[config.mk]
export PLATFORM = sky130hd
export DESIGN_NAME = if_id_stage_flat
export DESIGN_NICKNAME = d
export VERILOG_FILES = /design/src/rtl/if_id_stage_if.sv /design/src/rtl/if_id_stage.sv /design/src/flat_wrapper.sv
export SDC_FILE = /design/constraint.sdc
export NUM_CORES = 1
export LEC_CHECK = 0
export CORE_AREA = 2 2 167 169
export DETAILED_ROUTE_END_ITERATION = 10
export DIE_AREA = 0 0 169 171
export DONT_BUFFER_PORTS = 1
export PLACE_DENSITY = 0.36
export SYNTH_ARGS = -nofsm -noshare
export SYNTH_HDL_FRONTEND = slang
export SYNTH_SLANG_ARGS = --single-unit
[constraint.sdc]
create_clock -name clk -period 14.8 [get_ports clk]
set_input_delay 3.7 -clock clk [delete_from_list [all_inputs] [get_ports clk]]
set_output_delay 3.7 -clock clk [all_outputs]
set_load 0.02 [all_outputs]
[src/rtl/if_id_stage_if.sv]
// rtl/if_id_stage_if.sv - IF->ID handshake and payload bundle
interface if_id_stage_if #(
  parameter int XLEN = 32
);
  logic            if_valid;
  logic [XLEN-1:0] if_pc;
  logic [XLEN-1:0] if_instr;
  logic            if_ready;
  logic            id_valid;
  logic            id_ready;
  logic [XLEN-1:0] id_pc;
  logic [XLEN-1:0] id_instr;
  logic [XLEN-1:0] id_pc_plus4;
  logic            id_misalign;

  // master: fetch/decode environment around the stage
  modport master (
    output if_valid, if_pc, if_instr, id_ready,
    input  if_ready, id_valid, id_pc, id_instr, id_pc_plus4, id_misalign
  );

  // slave: the pipeline stage itself
  modport slave (
    input  if_valid, if_pc, if_instr, id_ready,
    output if_ready, id_valid, id_pc, id_instr, id_pc_plus4, id_misalign
  );
endinterface

[src/rtl/if_id_stage.sv]
// rtl/if_id_stage.sv - IF->ID 2-entry skid buffer with flush, NOP bubble, pc+4, misalign tag
module if_id_stage #(
  parameter int          XLEN  = 32,
  parameter logic [31:0] NOP   = 32'h0000_0013,
  parameter int          CNT_W = 16
) (
  input  logic             clk,
  input  logic             rst,
  if_id_stage_if.slave     bus,
  input  logic             flush,
  output logic [CNT_W-1:0] flush_cnt
);
  logic [XLEN-1:0] pc_mem    [2];
  logic [XLEN-1:0] instr_mem [2];
  logic            mis_mem   [2];
  logic            wr_ptr;
  logic            rd_ptr;
  logic [1:0]      count;
  logic            push;
  logic            pop;
  logic            flush_hit;

  assign bus.if_ready = (count != 2'd2);
  assign bus.id_valid = (count != 2'd0);

  assign push      = bus.if_valid & bus.if_ready & ~flush;
  assign pop       = bus.id_valid & bus.id_ready & ~flush;
  assign flush_hit = flush & ((count != 2'd0) | bus.if_valid);

  always_ff @(posedge clk or posedge rst) begin
    if (rst) begin
      count     <= 2'd0;
      wr_ptr    <= 1'b0;
      rd_ptr    <= 1'b0;
      flush_cnt <= '0;
    end else begin
      if (flush) begin
        count  <= 2'd0;
        wr_ptr <= 1'b0;
        rd_ptr <= 1'b0;
      end else begin
        if (push) wr_ptr <= ~wr_ptr;
        if (pop)  rd_ptr <= ~rd_ptr;
        count <= count + {1'b0, push} - {1'b0, pop};
      end
      if (flush_hit && !(&flush_cnt)) flush_cnt <= flush_cnt + CNT_W'(1);
    end
  end

  // Payload storage needs no reset: count=0 masks it on the outputs.
  always_ff @(posedge clk) begin
    if (push) begin
      pc_mem[wr_ptr]    <= bus.if_pc;
      instr_mem[wr_ptr] <= bus.if_instr;
      mis_mem[wr_ptr]   <= (bus.if_pc[1:0] != 2'b00);
    end
  end

  assign bus.id_pc       = bus.id_valid ? pc_mem[rd_ptr] : '0;
  assign bus.id_instr    = bus.id_valid ? instr_mem[rd_ptr] : XLEN'(NOP);
  assign bus.id_misalign = bus.id_valid & mis_mem[rd_ptr];
  assign bus.id_pc_plus4 = bus.id_pc + XLEN'(4);
endmodule
[src/flat_wrapper.sv]
// flat-port wrapper written by rule: the top's interface ports become plain ports
module if_id_stage_flat 
#(
  parameter int          XLEN  = 32,
  parameter logic [31:0] NOP   = 32'h0000_0013,
  parameter int          CNT_W = 16
)
  (clk, rst, flush, flush_cnt, bus_if_valid, bus_if_pc, bus_if_instr, bus_id_ready, bus_if_ready, bus_id_valid, bus_id_pc, bus_id_instr, bus_id_pc_plus4, bus_id_misalign);
  if_id_stage_if #(.XLEN(XLEN)) bus_i ();
  input  logic clk;
  input  logic rst;
  input  logic flush;
  output logic [CNT_W-1:0] flush_cnt;
  input wire logic [$bits(bus_i.if_valid)-1:0] bus_if_valid;
  input wire logic [$bits(bus_i.if_pc)-1:0] bus_if_pc;
  input wire logic [$bits(bus_i.if_instr)-1:0] bus_if_instr;
  input wire logic [$bits(bus_i.id_ready)-1:0] bus_id_ready;
  output wire logic [$bits(bus_i.if_ready)-1:0] bus_if_ready;
  output wire logic [$bits(bus_i.id_valid)-1:0] bus_id_valid;
  output wire logic [$bits(bus_i.id_pc)-1:0] bus_id_pc;
  output wire logic [$bits(bus_i.id_instr)-1:0] bus_id_instr;
  output wire logic [$bits(bus_i.id_pc_plus4)-1:0] bus_id_pc_plus4;
  output wire logic [$bits(bus_i.id_misalign)-1:0] bus_id_misalign;
  assign bus_i.if_valid = bus_if_valid;
  assign bus_i.if_pc = bus_if_pc;
  assign bus_i.if_instr = bus_if_instr;
  assign bus_i.id_ready = bus_id_ready;
  assign bus_if_ready = bus_i.if_ready;
  assign bus_id_valid = bus_i.id_valid;
  assign bus_id_pc = bus_i.id_pc;
  assign bus_id_instr = bus_i.id_instr;
  assign bus_id_pc_plus4 = bus_i.id_pc_plus4;
  assign bus_id_misalign = bus_i.id_misalign;
  if_id_stage #(.XLEN(XLEN), .NOP(NOP), .CNT_W(CNT_W)) u_core (.clk(clk), .rst(rst), .bus(bus_i), .flush(flush), .flush_cnt(flush_cnt));
endmodule
==> impl_metrics.env, run 1 <==
export IMPL_cts_tree="done"
export IMPL_power_switching_mw=0.4646
export IMPL_netlist_area_um2=6679
export IMPL_dieArea_um2=28900
export IMPL_critPathRequiredTime_ns=11.10
export IMPL_synth_fa_ha_area_frac=0.007493
export IMPL_synthArstFlopShare=0.1333
export IMPL_cts_root_buf="clkbuf_16"
export IMPL_syn2layout_area_growth_pct=14.37
export IMPL_post_synth_cell_area_avg_um2=13.71
export IMPL_crit_path_top_delay_cell="dfrtp_4"
export IMPL_nets=561
export IMPL_drcViolationCount=0
export IMPL_port_buffers=0
export IMPL_path_max_fanout=58
export IMPL_fmax_ghz=0.1173
export IMPL_p_sw_frac=0.3602
export IMPL_dp_cells=815
export IMPL_worstMarginPinSlew_ns=0.9918
export IMPL_setup_slack_ns=6.277
export IMPL_pre_cts_ws_ns=6.586
export IMPL_stdcell_count=848
export IMPL_path_class="flop to output port"
export IMPL_cp_top_family="simple AND/OR/NAND/NOR gates"
export IMPL_clkPwrFrac=0.346
export IMPL_yosysMostFrequentCell="edfxtp_1"
export IMPL_ys_seq_elements=150
export IMPL_gp_congestion=0.7514
export IMPL_grt_max_degree=74
export IMPL_hold_viol_final=0
export IMPL_holdWs_ns=0.5886
export IMPL_yosys_warnings=0
export IMPL_peakVddDrop_uv=77.45
export IMPL_ios=184
export IMPL_track_usage=0.1135
export IMPL_initial_core_util=0.2444
export IMPL_p_seq_frac=0.419
export IMPL_fin_crit_ns=8.523
export IMPL_clock_sinks=150
export IMPL_yosysSeqAreaShare=0.6594
export IMPL_p_int_mw=0.8252
export IMPL_synth_compound_area_share=0.02267
export IMPL_synth_edff_count=130
export IMPL_p_leak_nw=2.538
export IMPL_drv_slew=0
export IMPL_die_h_um=171
export IMPL_dp_hpwl_mm=10.82
export IMPL_post_cts_setup_buffer_count=0
export IMPL_timing_rr_start="u_core.count[1]$_DFF_PP0_"
export IMPL_maxCapViolCount=0
export IMPL_drt_iter0_markers=139
export IMPL_finalPower_mw=1.290
export IMPL_yosys_area_share_simple=0.1272
export IMPL_vias=3800
export IMPL_final_layout_size_suffix_gt1_frac=0.1018
export IMPL_synth_nets=560
export IMPL_synth_ff_type="edfxtp_1"
export IMPL_grt_overflow=0
export IMPL_min_delay_start="u_core.wr_ptr$_DFFE_PP0P_"
export IMPL_p_per_area_nw_per_um2=168.9
export IMPL_routed_wl_mm=16.17
export IMPL_cp_num_buf_inv=2
export IMPL_hp_class="flop to flop"
export IMPL_clk_pin_slew_ns=0.07
export IMPL_finalClockSkew_ns=0.01368
export IMPL_synth_top_area_share=0.5845
export IMPL_synth_mux_area_frac=0.09929
export IMPL_p_comb_frac=0.235
export IMPL_synth_area_leaders="edfxtp_1 58%, mux2i_1 9.6%, dfrtp_1 7.5%"
export IMPL_setup_violations=0
export IMPL_min_period_over_period=0.5758
export IMPL_post_cts_resized=0
export IMPL_synth_xor_area_frac=0.06163
export IMPL_synth_distinct_cells=42
export IMPL_wl_per_cell_um=19.07
export IMPL_grt_pass1_wl_mm=24.39
export IMPL_antenna_found_initial=1
export IMPL_crit_start="u_core.rd_ptr$_DFFE_PP0P_"
export IMPL_dr_pass1_iters=4
export IMPL_setup_tns_ns=0
export IMPL_synthCells=487
export IMPL_via_per_inst=4.481
export IMPL_slowest_delay_ns=0.86
export IMPL_status="finished clean"
export IMPL_clk_insertion_delay_late_ns=0.42
export IMPL_rsz0062_at_grt="no"
export IMPL_first_global_vias=4041
export IMPL_fin_area_um2=7639
export IMPL_crit_arrival_ns=4.82
export IMPL_coreArea_um2=27320
export IMPL_fill_cells=2802
export IMPL_maxSlewHeadroom=0.3388
export IMPL_cp_end_kind="output port"
export IMPL_synthTopCellsByCount="130 x edfxtp_1, 70 x nor2_1, 64 x mux2i_1, 29 x nand2_1, 26 x xor2_1"
export IMPL_placed_area_um2=7032
export IMPL_cts_hold_fix_buffers=0
export IMPL_ant_nets=0
export IMPL_die_w_um=169
export IMPL_synth_top_family_by_area="simple AND/OR/NAND/NOR gates"
export IMPL_numCtsBuffers=17
export IMPL_critical_path_cell_chain="buf_4, mux2_2, nand2_1, inv_1, ha_1, nor3b_2, nand4_4, nor4_1, xor2_1"
export IMPL_ctsHtreeMaxLevel=4
export IMPL_final_core_util=0.2796
export IMPL_synth_largest_area_cell="edfxtp_1"
export IMPL_rows=61
export IMPL_cts_buffer_depth=2
export IMPL_start_kind="flop"
[placed cells by master (no fill, tap or decap), types with 2 or more instances in the layout]
| master | netlist | routed |
|---|---|---|
| inv_6 | 0 | 8 |
| inv_1 | 8 | 8 |
| mux2_2 | 2 | 2 |
| nor3_1 | 8 | 7 |
| inv_8 | 0 | 2 |
| nand4_1 | 6 | 6 |
| buf_4 | 6 | 3 |
| a211oi_1 | 3 | 3 |
| clkinv_4 | 0 | 3 |
| dfrtp_1 | 20 | 19 |
| nand3_1 | 23 | 23 |
| mux2i_1 | 64 | 64 |
| nor4_1 | 5 | 5 |
| a22oi_1 | 2 | 2 |
| a211oi_2 | 3 | 3 |
| clkbuf_16 | 0 | 17 |
| and4_1 | 4 | 4 |
| o21ai_0 | 3 | 3 |
| ha_1 | 4 | 4 |
| edfxtp_1 | 130 | 130 |
| and3_1 | 3 | 3 |
| nand2_1 | 29 | 29 |
| xor2_1 | 26 | 26 |
| xnor2_1 | 21 | 21 |
| nor2_1 | 70 | 70 |
| a21oi_1 | 5 | 5 |
| nand3b_1 | 11 | 11 |
| bufinv_16 | 0 | 2 |
[cells by family after synthesis]
group / count (synthesis)
AND/OR/NAND/NOR: 172
XOR/XNOR: 47
AO/OA/AOI/OAI: 19
flip-flops: 150
multiplexers: 66
adder cells (fa/ha/maj): 4
buffers and inverters: 29
[worst reg2reg max path, stage by stage (launching register included)]
cell	delay [ns]
dfrtp_1	0.45
nor2_4	0.12
buf_4	0.67
inv_1	0.48
nand2_1	0.26
nor2_1	0.06
ha_1	0.27
inv_1	0.04
ha_1	0.20
xor2_1	0.16
xnor2_1	0.14
nor2_1	0.06
[layout make-up]
| type | instances | area, µm² | area share |
|---|---|---|---|
| timing repair buffer | 3 | 22.52 | 0.002948 |
| multi-input combinational | 308 | 2138 | 0.2799 |
| clock inverter | 15 | 178.9 | 0.02342 |
| tap | 346 | 432.9 | 0.05667 |
| antenna | 1 | 2.502 | 0.0003276 |
| clock buffer | 17 | 425.4 | 0.05569 |
| inverter | 8 | 30.03 | 0.003931 |
| sequential | 150 | 4408 | 0.5771 |
[per-layer routing]
| layer | up-vias | wire, µm | track usage |
|---|---|---|---|
| met5 | - | 0 | 0 |
| met4 | 0 | 165 | 0.03790 |
| met3 | 11 | 1596 | 0.04927 |
| met2 | 148 | 7317 | 0.1784 |
| met1 | 1865 | 7090 | 0.1403 |
| li1 | 1776 | - | - |
[state kept, by name, summed over array words and instances (netlist names)]
signal            cells
u_core.count          2
u_core.flush_cnt     16
u_core.instr_mem     64
u_core.mis_mem        2
u_core.pc_mem        64
u_core.rd_ptr         1
u_core.wr_ptr         1
[power groups by stage]
stage	clock (mW)	sequential, mW	combinational (mW)
after floorplan	0	0.534	0.268
after detailed placement	0	0.552	0.309
after global routing	0.479	0.546	0.331
after global placement	0	0.551	0.309
after CTS	0.461	0.542	0.310
final	0.446	0.541	0.303
[final timing paths]
path	endpoint	slack (ns)	depth (start not counted)
max reg2reg	u_core.count[1]$_DFF_PP0_	11.81	11
max	bus_id_pc_plus4[20]	6.28	9
max in group asynchronous	u_core.rd_ptr$_DFFE_PP0P_	10.91	1
min	u_core.wr_ptr$_DFFE_PP0P_	0.59	2
min reg2reg	u_core.wr_ptr$_DFFE_PP0P_	0.59	2
min in group asynchronous	u_core.flush_cnt[15]$_DFFE_PP0P_	3.31	1
Note: power is estimated with default switching activity, not from simulation.
==> run 2: changes to the inputs <==
==> constraint.sdc (replaced) <==
create_clock -name clk -period 8.6 [get_ports clk]
set_input_delay 2.15 -clock clk [delete_from_list [all_inputs] [get_ports clk]]
set_output_delay 2.15 -clock clk [all_outputs]
set_load 0.02 [all_outputs]
==> run 2 against run 1 <==
Effect of this change:
- global-route usage fell by 0.091 points
- wire length rose by 0.41%
- cell count rose by 0.24%
- count of clock-buffer cells in the layout rose by 2
- design area rose by 1.2%
- critical path depth fell by 3
- sequential share of layout area fell by 0.67 points
- first-iteration DRC count rose by 39%
- clock skew fell by 0.0034 ns
- flip-flop and latch count did not move
- power rose by 80%
- sequential power rose by 72%
- critical endpoint is now bus_id_pc_plus4[28]
- highest routed layer is now met5
==> impl_metrics.env, run 2 (synthesis results as in run 1) <==
export IMPL_dr_pass1_iters=4
export IMPL_drcViolationCount=0
export IMPL_numCtsBuffers=17
export IMPL_clk_pin_slew_ns=0.06
export IMPL_dieArea_um2=28900
export IMPL_reg2reg_slack_ns=6.31
export IMPL_wl_per_cell_um=19.10
export IMPL_post_cts_resized=0
export IMPL_critPathRequiredTime_ns=6.45
export IMPL_die_w_um=169
export IMPL_initial_core_util=0.2444
export IMPL_fmax_ghz=0.1625
export IMPL_cp_end_kind="output port"
export IMPL_final_layout_size_suffix_gt1_frac=0.09562
export IMPL_first_global_vias=4055
export IMPL_cts_hold_fix_buffers=0
export IMPL_hold_viol_final=0
export IMPL_setup_violations=0
export IMPL_cts_root_buf="clkbuf_16"
export IMPL_finalClockSkew_ns=0.01028
export IMPL_fin_crit_ns=6.155
export IMPL_antenna_found_initial=2
export IMPL_path_max_fanout=62
export IMPL_path_class="flop to output port"
export IMPL_peakVddDrop_uv=140.1
export IMPL_pre_cts_ws_ns=2.755
export IMPL_worstMarginPinSlew_ns=0.9762
export IMPL_multiInputGateArea_um2=2138
export IMPL_syn2layout_area_growth_pct=15.72
export IMPL_die_h_um=171
export IMPL_track_usage=0.1126
export IMPL_cts_buffer_depth=2
export IMPL_dp_hpwl_mm=11.23
export IMPL_nets=562
export IMPL_post_cts_setup_buffer_count=0
export IMPL_fill_cells=2776
export IMPL_setup_tns_ns=0
export IMPL_drv_slew=0
export IMPL_r2r_cells=5
export IMPL_grt_overflow=0
export IMPL_seq_area_um2=4408
export IMPL_setup_slack_ns=2.445
export IMPL_vias=3848
export IMPL_clk_insertion_delay_late_ns=0.41
export IMPL_crit_start="u_core.rd_ptr$_DFFE_PP0P_"
export IMPL_final_cell_mix="130 x edfxtp_1, 70 x nor2_1, 64 x mux2i_1"
export IMPL_maxSlewHeadroom=0.3492
export IMPL_crit_end="bus_id_pc_plus4[28]"
export IMPL_ant_nets=0
export IMPL_status="finished clean"
export IMPL_gp_congestion=0.7757
export IMPL_cts_tree="done"
export IMPL_grt_max_degree=73
export IMPL_reg_largest_list="u_core.instr_mem x64, u_core.pc_mem x64, u_core.flush_cnt x16"
export IMPL_start_kind="flop"
export IMPL_p_per_area_nw_per_um2=300.2
export IMPL_r2r_end="u_core.pc_mem[1][0]$_DFFE_PP_"
export IMPL_fin_area_um2=7729
export IMPL_routed_wl_mm=16.24
export IMPL_crit_arrival_ns=4.00
export IMPL_p_leak_nw=2.571
export IMPL_critical_path_cell_chain="buf_4, mux2i_1, nor2_1, nand4_1, nor4_1, xor2_1"
export IMPL_timing_rr_start="u_core.count[0]$_DFF_PP0_"
export IMPL_clock_sinks=150
export IMPL_ios=184
export IMPL_placed_area_um2=7039
export IMPL_rsz0062_at_grt="no"
export IMPL_ctsHtreeMaxLevel=4
export IMPL_hp_class="flop to flop"
export IMPL_slowest_delay_ns=0.81
export IMPL_coreArea_um2=27320
export IMPL_port_buffers=0
export IMPL_rows=61
export IMPL_drt_iter0_markers=193
export IMPL_grt_pass1_wl_mm=24.19
export IMPL_maxCapViolCount=0
export IMPL_layout_commonest_cell="edfxtp_1"
export IMPL_min_period_over_period=0.7157
export IMPL_via_per_inst=4.527
export IMPL_crit_path_top_delay_cell="dfrtp_4"
[run 2: cell types whose count changed in the layout (fill, tap and decap cells not counted)]
cell | before | now
buf_4 | 3 | 4
bufinv_16 | 2 | 7
clkbuf_1 | 0 | 2
clkinv_1 | 0 | 2
clkinv_4 | 3 | 2
clkinvlp_4 | 0 | 1
diode_2 | 1 | 2
inv_6 | 8 | 1
inv_8 | 2 | 0
[run 2: layout make-up]
cell class | instances | share of cell area
Timing Repair Buffer | 4 | 0.003885
Clock buffer | 19 | 0.05601
Tap cell | 346 | 0.05601
Antenna cell | 2 | 0.0006476
Clock inverter | 13 | 0.03254
Sequential cell | 150 | 0.5703
Inverter | 8 | 0.003885
Multi-Input combinational cell | 308 | 0.2767
[run 2: where the power goes]
| part | internal [mW] | switching, mW | total [mW] | leakage [nW] |
|---|---|---|---|---|
| Sequential | 0.858 | 0.0717 | 0.929 | 1.46 |
| Combinational | 0.123 | 0.401 | 0.523 | 0.788 |
| Clock | 0.574 | 0.293 | 0.867 | 0.327 |
[run 2: critical path: cells and delay by family, from the launching register on]
kind | cells | cell delay (ns)
simple gates | 3 | 1.40
flops | 1 | 0.81
buf+inv | 1 | 0.73
xor+xnor | 1 | 0.42
mux | 1 | 0.18
[run 2: worst min path at each step]
| stage | start | end | slack (ns) | depth (start not counted) |
|---|---|---|---|---|
| 2_1_floorplan | u_core.wr_ptr$_DFFE_PP0P_ | u_core.wr_ptr$_DFFE_PP0P_ | 0.52 | 2 |
| 3_3_place_gp | u_core.wr_ptr$_DFFE_PP0P_ | u_core.wr_ptr$_DFFE_PP0P_ | 0.57 | 2 |
| 3_5_place_dp | u_core.wr_ptr$_DFFE_PP0P_ | u_core.wr_ptr$_DFFE_PP0P_ | 0.58 | 2 |
| 4_1_cts | u_core.wr_ptr$_DFFE_PP0P_ | u_core.wr_ptr$_DFFE_PP0P_ | 0.60 | 2 |
| 5_1_grt | u_core.wr_ptr$_DFFE_PP0P_ | u_core.wr_ptr$_DFFE_PP0P_ | 0.63 | 2 |
| 6_report | u_core.wr_ptr$_DFFE_PP0P_ | u_core.wr_ptr$_DFFE_PP0P_ | 0.60 | 2 |
[run 2: per-layer routing]
| layer | global-route usage | wire length [µm] | vias to the layer above |
|---|---|---|---|
| li1 | - | - | 1779 |
| met1 | 0.1434 | 7396 | 1896 |
| met2 | 0.1703 | 7044 | 161 |
| met3 | 0.05459 | 1640 | 10 |
| met4 | 0.03122 | 138 | 2 |
| met5 | 0 | 17 | - |
[run 2: metrics by stage]
step                      hold WS (ns)  cells  power, mW    util
final                           0.6003    850      2.320  0.2829
after global routing            0.6345    848      2.432  0.2827
after detailed placement        0.5837    816      1.482  0.2576
after floorplan                 0.5193    487      1.381       -
after global placement          0.5652    816      1.478  0.2576
after CTS                       0.6034    848      2.362  0.2827
==> run 3: changes to the inputs <==
==> constraint.sdc (replaced) <==
create_clock -name clk -period 5.7 [get_ports clk]
set_input_delay 1.425 -clock clk [delete_from_list [all_inputs] [get_ports clk]]
set_output_delay 1.425 -clock clk [all_outputs]
set_load 0.02 [all_outputs]
==> run 3 against run 2 <==
Effect of this change:
- hold slack better by 0.022 ns
- combinational power up 58%
- cell count up 0.47%
- clock power up 22%
- sequential share of layout area up 0.69 points
- global-route usage about the same
- critical path type unchanged
==> impl_metrics.env, run 3 (synthesis results as in run 1) <==
export IMPL_timing_rr_start="u_core.count[0]$_DFF_PP0_"
export IMPL_fin_crit_ns=5.194
export IMPL_first_global_vias=3992
export IMPL_hold_viol_final=0
export IMPL_dr_pass1_iters=4
export IMPL_numCtsBuffers=17
export IMPL_maxSlewHeadroom=0.3378
export IMPL_wl_per_cell_um=18.88
export IMPL_drv_slew=0
export IMPL_via_per_inst=4.498
export IMPL_drt_iter0_markers=180
export IMPL_dp_hpwl_mm=11.23
export IMPL_p_comb_frac=0.252
export IMPL_ctsHtreeMaxLevel=4
export IMPL_peakVddDrop_uv=197.5
export IMPL_crit_path_top_delay_cell="nor4_1"
export IMPL_finalClockSkew_ns=0.01338
export IMPL_clk_pin_slew_ns=0.07
export IMPL_p_leak_nw=2.529
export IMPL_r2r_end="u_core.instr_mem[1][27]$_DFFE_PP_"
export IMPL_post_cts_setup_buffer_count=0
export IMPL_critPathRequiredTime_ns=4.28
export IMPL_setup_tns_ns=0
export IMPL_vias=3841
export IMPL_grt_pass1_wl_mm=24.20
export IMPL_grt_overflow=0
export IMPL_setup_slack_ns=0.5060
export IMPL_grt_max_degree=73
export IMPL_fmax_ghz=0.1925
export IMPL_final_layout_size_suffix_gt1_frac=0.1047
export IMPL_path_max_fanout=10
export IMPL_rows=61
export IMPL_die_w_um=169
export IMPL_ios=184
export IMPL_crit_end="bus_id_pc_plus4[20]"
export IMPL_cts_root_buf="clkbuf_16"
export IMPL_r2r_cells=5
export IMPL_cp_depth=10
export IMPL_start_kind="flop"
export IMPL_final_cell_mix="130 x edfxtp_1, 70 x nor2_1, 64 x mux2i_1"
export IMPL_worstMarginPinSlew_ns=0.9933
export IMPL_maxCapViolCount=0
export IMPL_coreArea_um2=27320
export IMPL_initial_core_util=0.2444
export IMPL_crit_start="u_core.count[1]$_DFF_PP0_"
export IMPL_cts_tree="done"
export IMPL_cp_end_kind="output port"
export IMPL_setup_violations=0
export IMPL_die_h_um=171
export IMPL_rsz0062_at_grt="no"
export IMPL_cts_buffer_depth=2
export IMPL_cp_top_family="simple AND/OR/NAND/NOR gates"
export IMPL_path_class="flop to output port"
export IMPL_status="finished clean"
export IMPL_clock_sinks=150
export IMPL_cp_num_buf_inv=3
export IMPL_dieArea_um2=28900
export IMPL_slowest_delay_ns=0.64
export IMPL_pre_cts_ws_ns=0.8883
export IMPL_drcViolationCount=0
export IMPL_gp_congestion=0.7979
export IMPL_reg2reg_slack_ns=3.39
export IMPL_syn2layout_area_growth_pct=14.33
export IMPL_nets=566
export IMPL_layout_commonest_cell="edfxtp_1"
export IMPL_port_buffers=0
export IMPL_ant_nets=0
export IMPL_clkPwrFrac=0.324
export IMPL_antenna_found_initial=1
export IMPL_cp_common_cell="inv_1"
export IMPL_hp_class="flop to flop"
export IMPL_fill_cells=2813
export IMPL_routed_wl_mm=16.13
export IMPL_crit_arrival_ns=3.77
export IMPL_power_switching_mw=1.175
export IMPL_clk_insertion_delay_late_ns=0.41
export IMPL_p_int_mw=2.091
export IMPL_p_per_area_nw_per_um2=427.7
export IMPL_p_sw_frac=0.3598
export IMPL_cts_hold_fix_buffers=0
export IMPL_p_seq_frac=0.424
export IMPL_critical_path_cell_chain="nor2_4, inv_1, nand2_1, inv_1, ha_1, nor3b_2, nand4_4, nor4_1, xor2_1, buf_4"
export IMPL_track_usage=0.1124
export IMPL_final_core_util=0.2795
export IMPL_min_period_over_period=0.9112
export IMPL_post_cts_resized=0
export IMPL_reg_largest_list="u_core.instr_mem x64, u_core.pc_mem x64, u_core.flush_cnt x16"
run 3: changes by cell type in the layout (fill, tap and decap cells not counted), sizes merged:
| cell | before | now |
|---|---|---|
| buf | 4 | 8 |
| bufinv | 7 | 1 |
| clkbuf | 19 | 18 |
| clkinv | 4 | 7 |
| clkinvlp | 1 | 3 |
| inv | 9 | 11 |
run 3: worst reg2reg max path, stage by stage (launching register included):
cell and delay [ns]:
dfrtp_1 0.41, inv_1 0.08, nand2_1 0.22, nand2_1 0.19, nor2_1 0.16, and2_4 0.82
run 3: routing by layer:
metal,GRT usage,part of all wire
met2,0.1757,0.46
met3,0.05112,0.10
met4,0.04348,0.012
met1,0.1360,0.43
met5,0,0
run 3: worst min path at each step:
stage	start	to	slack, ns	depth (start not counted)
finish	u_core.wr_ptr$_DFFE_PP0P_	u_core.wr_ptr$_DFFE_PP0P_	0.62	2
global route	u_core.flush_cnt[11]$_DFFE_PP0P_	u_core.flush_cnt[11]$_DFFE_PP0P_	0.66	1
CTS	u_core.wr_ptr$_DFFE_PP0P_	u_core.wr_ptr$_DFFE_PP0P_	0.63	2
detailed placement	u_core.wr_ptr$_DFFE_PP0P_	u_core.wr_ptr$_DFFE_PP0P_	0.61	2
global placement	u_core.wr_ptr$_DFFE_PP0P_	u_core.wr_ptr$_DFFE_PP0P_	0.60	2
floorplan	u_core.wr_ptr$_DFFE_PP0P_	u_core.wr_ptr$_DFFE_PP0P_	0.54	2
run 3: layout make-up:
type	instances	area, µm²	share of cell area
tap	346	432.9	0.05669
antenna	2	5.005	0.0006554
clock inverter	14	126.4	0.01655
sequential	150	4408	0.5773
clock buffer	18	429.2	0.05620
timing repair buffer	8	60.06	0.007865
inverter	8	30.03	0.003932
multi-input combinational	308	2145	0.2808
run 3: per-stage QoR:
step	power [mW]	hold WS, ns	cell area, µm²	cells
floorplan	2.080	0.5367	6684	487
CTS	3.329	0.6275	7631	852
global placement	2.248	0.5992	7076	820
detailed placement	2.252	0.6106	7076	820
finish	3.266	0.6222	7636	854
global route	3.439	0.6629	7631	852
run 3: power by group through the flow:
stage               clock network, mW  logic, mW  registers, mW
floorplan                           0      0.696           1.38
global placement                    0      0.842           1.41
detailed placement                  0      0.843           1.41
CTS                              1.10      0.845           1.39
global route                     1.14      0.902           1.40
finish                           1.06      0.824           1.39
